File: src/rtl/bcd_timekeeper.sv
// ---------------------------------------------------------------------------
// bcd_timekeeper : BCD hh:mm:ss time-of-day counter with tick prescaler,
//                  validated load, per-field adjust and 12/24 h display.
// Revision 1.0
// ---------------------------------------------------------------------------
`default_nettype none

module bcd_timekeeper #(
  parameter int unsigned TICK_DIV = 1,
  parameter logic [7:0]  RST_HH   = 8'h00,
  parameter logic [7:0]  RST_MM   = 8'h00,
  parameter logic [7:0]  RST_SS   = 8'h00
) (
  input  logic        clk,
  input  logic        rst,
  input  logic        tick_en,
  input  logic        mode_12h,
  input  logic        load,
  input  logic [23:0] load_time,
  input  logic [1:0]  adj_sel,
  input  logic        adj_up,
  input  logic        adj_dn,
  output logic [7:0]  hh,
  output logic [7:0]  mm,
  output logic [7:0]  ss,
  output logic        pm,
  output logic        day_pulse,
  output logic        load_err
);

  localparam int unsigned    c_PW     = (TICK_DIV > 2) ? $clog2(TICK_DIV) : 1;
  localparam logic [c_PW-1:0] c_PS_MAX = c_PW'(TICK_DIV - 1);

  function automatic logic bcd_ok(input logic [7:0] b, input logic [7:0] max_v);
    return (b[7:4] <= 4'd9) && (b[3:0] <= 4'd9) && (b <= max_v);
  endfunction

  if ((TICK_DIV < 1) || (TICK_DIV > 65536)) begin : g_bad_tick_div
    $error("bcd_timekeeper: TICK_DIV out of range 1..65536");
  end
  if (!bcd_ok(RST_HH, 8'h23) || !bcd_ok(RST_MM, 8'h59) || !bcd_ok(RST_SS, 8'h59)) begin : g_bad_rst_time
    $error("bcd_timekeeper: RST_HH/RST_MM/RST_SS is not a legal BCD time");
  end

  // Base-60 fields: units 0-9, tens 0-5.
  function automatic logic [7:0] inc60(input logic [7:0] b);
    if (b[3:0] != 4'd9) return {b[7:4], b[3:0] + 4'd1};
    if (b[7:4] == 4'd5) return 8'h00;
    return {b[7:4] + 4'd1, 4'd0};
  endfunction

  function automatic logic [7:0] dec60(input logic [7:0] b);
    if (b[3:0] != 4'd0) return {b[7:4], b[3:0] - 4'd1};
    if (b[7:4] == 4'd0) return 8'h59;
    return {b[7:4] - 4'd1, 4'd9};
  endfunction

  function automatic logic [7:0] inc24(input logic [7:0] b);
    if (b == 8'h23)      return 8'h00;
    if (b[3:0] == 4'd9)  return {b[7:4] + 4'd1, 4'd0};
    return {b[7:4], b[3:0] + 4'd1};
  endfunction

  function automatic logic [7:0] dec24(input logic [7:0] b);
    if (b == 8'h00)      return 8'h23;
    if (b[3:0] == 4'd0)  return {b[7:4] - 4'd1, 4'd9};
    return {b[7:4], b[3:0] - 4'd1};
  endfunction

  logic [7:0]      hh_q, hh_d, mm_q, mm_d, ss_q, ss_d;
  logic [c_PW-1:0] ps_q, ps_d;
  logic            day_q, day_d, err_q, err_d;
  logic            w_load_ok, w_carry_s, w_carry_m, w_carry_h;

  assign w_load_ok = bcd_ok(load_time[23:16], 8'h23) &&
                     bcd_ok(load_time[15:8],  8'h59) &&
                     bcd_ok(load_time[7:0],   8'h59);
  assign w_carry_s = (ss_q == 8'h59);
  assign w_carry_m = w_carry_s && (mm_q == 8'h59);
  assign w_carry_h = w_carry_m && (hh_q == 8'h23);

  always_comb begin
    hh_d  = hh_q;
    mm_d  = mm_q;
    ss_d  = ss_q;
    ps_d  = ps_q;
    day_d = 1'b0;
    err_d = 1'b0;
    if (load) begin
      if (w_load_ok) begin
        {hh_d, mm_d, ss_d} = load_time;
        ps_d = '0;
      end else begin
        err_d = 1'b1;
      end
    end else if (adj_sel != 2'd0) begin
      ps_d = '0;
      if (adj_up != adj_dn) begin
        case (adj_sel)
          2'd1:    ss_d = adj_up ? inc60(ss_q) : dec60(ss_q);
          2'd2:    mm_d = adj_up ? inc60(mm_q) : dec60(mm_q);
          default: hh_d = adj_up ? inc24(hh_q) : dec24(hh_q);
        endcase
      end
    end else if (tick_en) begin
      if (ps_q == c_PS_MAX) begin
        ps_d  = '0;
        ss_d  = inc60(ss_q);
        if (w_carry_s) mm_d = inc60(mm_q);
        if (w_carry_m) hh_d = inc24(hh_q);
        day_d = w_carry_h;
      end else begin
        ps_d = ps_q + c_PW'(1);
      end
    end
  end

  always_ff @(posedge clk) begin
    if (rst) begin
      hh_q  <= RST_HH;
      mm_q  <= RST_MM;
      ss_q  <= RST_SS;
      ps_q  <= '0;
      day_q <= 1'b0;
      err_q <= 1'b0;
    end else begin
      hh_q  <= hh_d;
      mm_q  <= mm_d;
      ss_q  <= ss_d;
      ps_q  <= ps_d;
      day_q <= day_d;
      err_q <= err_d;
    end
  end

  // 12 h conversion done in binary: 0 -> 12, 13..23 -> 1..11.
  logic [4:0] w_hbin, w_h12;
  logic [7:0] w_h12_bcd;

  assign w_hbin    = 5'(hh_q[7:4]) * 5'd10 + 5'(hh_q[3:0]);
  assign w_h12     = (w_hbin == 5'd0) ? 5'd12 :
                     (w_hbin > 5'd12) ? (w_hbin - 5'd12) : w_hbin;
  assign w_h12_bcd = (w_h12 >= 5'd10) ? {4'h1, 4'(w_h12 - 5'd10)} : {4'h0, w_h12[3:0]};

  assign hh        = mode_12h ? w_h12_bcd : hh_q;
  assign pm        = mode_12h && (w_hbin >= 5'd12);
  assign mm        = mm_q;
  assign ss        = ss_q;
  assign day_pulse = day_q;
  assign load_err  = err_q;

endmodule

`default_nettype wire

File: config.mk
export PLATFORM = sky130hd
export DESIGN_NAME = bcd_timekeeper
export DESIGN_NICKNAME = d
export VERILOG_FILES = /design/src/rtl/bcd_timekeeper.sv
export SDC_FILE = /design/constraint.sdc
export NUM_CORES = 1
export LEC_CHECK = 0
export CAP_MARGIN = 5
export CORE_ASPECT_RATIO = 0.75
export CORE_MARGIN = 8
export CORE_UTILIZATION = 30
export DETAILED_ROUTE_END_ITERATION = 10
export DONT_BUFFER_PORTS = 1
export PLACE_DENSITY = 0.45
export SLEW_MARGIN = 20
export SYNTH_ARGS = -nofsm -noshare
export SYNTH_HDL_FRONTEND = slang
export SYNTH_SLANG_ARGS = --single-unit
File: constraint.sdc
create_clock -name clk -period 2.86 [get_ports clk]
set_clock_uncertainty 0.1 [all_clocks]
set_input_delay 0.286 -clock clk [delete_from_list [all_inputs] [get_ports clk]]
set_output_delay 0.286 -clock clk [all_outputs]
set_load 0.02 [all_outputs]
==> impl_metrics.tcl <==
set metrics [dict create \
    result_of_the_run "finished with violations" \
    violations "setup timing" \
    synth_flop_cell "dfxtp_1" \
    worst_path_max_stage_delay_ns 0.38 \
    timing.critical_path.from_type "flip-flop" \
    gr-total-overflow 0 \
    tritoncts "built" \
    layout-area-overhead-vs-synth_pct 25.7 \
    routed_wire_length_per_instance_um 18.6 \
    placed_area_um2 3460 \
    crit_path_top_delay_cell "fa_2" \
    yosys_top_cell_by_area "dfxtp_1" \
    cp-startpoint "hh_q[4]" \
    utilization 0.384 \
    worstPathCellList "ha_4 -> fa_2 -> xor2_4 -> inv_4 -> ha_4 -> nand2_4 -> o21ai_2 -> a21oi_2 -> ha_4 -> o41ai_4 -> a211oi_2 -> a211o_1" \
    vias 3178 \
    io_pins 60 \
    route.detailed.vias_per_inst 5.65 \
    finalInstanceArea_um2 3670 \
    power_leakage_nw 1.30 \
    drcViolationCount 0 \
    report.final.slew_viol_count 0 \
    grt_setup_unrepaired "yes" \
    clkLatencyLatePin_ns 0.26 \
    worstSetupEndpointType "primary output" \
    num-nets-final 483 \
    drtIter0Drc 318 \
    worstPathArrival_ns 2.77 \
    worstPathMaxFanout 4 \
    maxSlewHeadroom 0.423 \
    synthesis.area_per_instance_um2 7.28 \
    grt_pass1_vias 2939 \
    design_power_total_w 0.00131 \
    filler_cell_count 1011 \
    cp_num_cells 12 \
    number_of_warnings_issued_by_yosys 0 \
    largest_net_degree_at_the_start_of_global_routing 40 \
    reg2reg_from "hh_q[1]" \
    synthesis.instances 401 \
    floorplan.die.width_um 130 \
    final_cell_mix "54 x buf_4, 38 x nor2_1, 25 x nand2_1" \
    max_clock_freq_mhz 317 \
    clk_path_buf_depth 2 \
    ys_top_cells_by_area "dfxtp_1 18%, ha_1 7.7%, nor2_1 4.9%" \
    critical-path-top-cell-by-count "ha_4" \
    tritoncts_num_sinks 26 \
    reg2reg_to "hh_q[7]" \
    holdPathEnd "ss[6]" \
    hold_viol 0 \
    worst_pin_slew_ns 0.862 \
    ir_worst_vdd_v 0.000210 \
    timing.final.crit_period_ns 3.15 \
    ant_nets 0 \
    gpl.final_weighted_congestion 0.845 \
    clkSlewWorstSetupHoldPaths_ns 0.07 \
    fin_crit_sh 1.10 \
    drive_above_1_share 0.223 \
    port-buffer-count 0 \
    path_delay_family "adder cells" \
    yosys.area.top_type_share 0.178 \
    cp_required_ns 2.47 \
    coreArea_um2 9540 \
    synth.yosys.seq_area_share 0.178 \
    asyncSetResetFlopFracSynth 0 \
    final_critical_path_setup_slack_ns -0.293 \
    timing.hold.ws_ns 0.0168 \
    final-setup-viol-count 4 \
    mostFrequentLayoutCell "buf_4" \
    timing_worst_setup_path_type "reg -> out" \
    grt_first_pass_wirelength_mm 16.8 \
    reg2reg_setup_slack_ns 0.27 \
    die_area_um2 13200 \
    post_synth_num_cell_types 71 \
    placementRows 31 \
    cp_num_buf_inv 1 \
    hold_startpoint "rst" \
    drt_pre_antenna_iters 5 \
    mappedNetlistNets 453 \
    wl_mm 10.4 \
    initial_core_util 0.306 \
    cts.htree.levels 1 \
    initial_antenna_violation_count 0 \
    holdCritPathClass "in -> reg" \
    worst_r2r_path_depth 8 \
    grt_util_all_layers 0.161 \
    number_of_enable_type_register_cells_in_the_synthesized_netlist 0 \
    max_cap_violations 0 \
    synthesis.area_um2 2920 \
    dieHeight_um 101 \
    power-per-cell-area_nw_per_um2 358 \
    cts-buffers-inserted 3 \
    cell_count_of_the_worst_hold_path 1 \
    cts.root.buffer_cell "clkbuf_16" \
    detailedPlacementHpwl_mm 8.01 \
    postSynthRegisterBits 26 \
    n_antenna_cell 0 \
]
## power breakdown
group	internal, W	total [W]	switching (W)
logic	0.000273	0.000600	0.000327
clock network	0.000191	0.000320	0.000130
registers	0.000378	0.000394	0.0000163
total	0.000841	0.00131	0.000473
## synthesized netlist by cell type (all sizes together), types with 2 or more instances
cell,count
or2,6
o2111ai,3
nand2b,12
xor2,2
xnor2,6
nand2,26
nand3,15
o21a,5
a221oi,6
o21ai,27
a22oi,6
o2bb2ai,2
a21oi,26
o221ai,2
and2,4
nor2,38
nor3,15
a311oi,5
a211o,2
dfxtp,26
nor3b,2
o211ai,8
nor4,9
a31oi,10
or3,3
o22ai,4
nor4bb,2
clkbuf,26
and3,2
ha,18
nand4,3
mux2i,10
buf,6
and4bb,2
mux2,2
a211oi,13
o41ai,2
o31ai,6
inv,18
## area by class of cell
cell class / instances / area [um^2] / area share
repair buffers: 57 / 437 / 0.119
well taps: 132 / 165 / 0.0450
inverters: 19 / 73.8 / 0.0201
flip-flops and latches: 26 / 527 / 0.144
clock buffers: 4 / 78.8 / 0.0215
multi-input cells: 324 / 2390 / 0.651
## logic make-up (layout without fill, tap and decap cells)
logic type | count (synthesis) | after routing | share of synthesized area
flip-flops | 26 | 26 | 0.178
AO/OA/AOI/OAI | 137 | 137 | 0.331
buffers and inverters | 51 | 80 | 0.0707
adder cells (fa/ha/maj) | 19 | 19 | 0.0840
multiplexers | 12 | 12 | 0.0433
XOR/XNOR | 9 | 9 | 0.0317
AND/OR/NAND/NOR | 147 | 147 | 0.261
## registers in the layout (all words and copies together), names as in the netlist
register and cells:
mm 8, hh_q 8, load_err 1, ss 8, day_pulse 1
## metrics by stage
step / setup slack (ns) / cells / setup TNS (ns)
3_5_place_dp: -0.160 / 550 / -0.473
5_1_grt: -0.441 / 562 / -1.58
4_1_cts: -0.377 / 560 / -1.33
3_3_place_gp: -0.115 / 550 / -0.274
2_1_floorplan: -0.00887 / 401 / -0.0162
6_report: -0.293 / 562 / -1.04
## worst max path at each step
stage	slack (ns)	endpoint
6_report	-0.29	hh[2]
5_1_grt	-0.44	hh[2]
4_1_cts	-0.38	hh[2]
3_5_place_dp	-0.16	hh[2]
3_3_place_gp	-0.11	hh[2]
2_1_floorplan	-0.009	hh[2]
## metal layers
layer,routed length (um),share of wire,track usage,vias to the layer above
li1,-,-,-,1566
met1,5430,0.52,0.250,1484
met2,3960,0.38,0.217,123
met3,1010,0.097,0.0421,5
met4,46,0.0044,0.0160,0
met5,0,0,0,-
## what timing repair did
item | in CTS | in global routing
hold buffers | 2 | 0
pin swaps | 12 | 6
endpoints found under the hold margin | 18 | 0
resized for setup | 6 | 7
setup buffers | 4 | 2
setup endpoints to repair | 4 | 4
(Power assumes the default switching activity.)
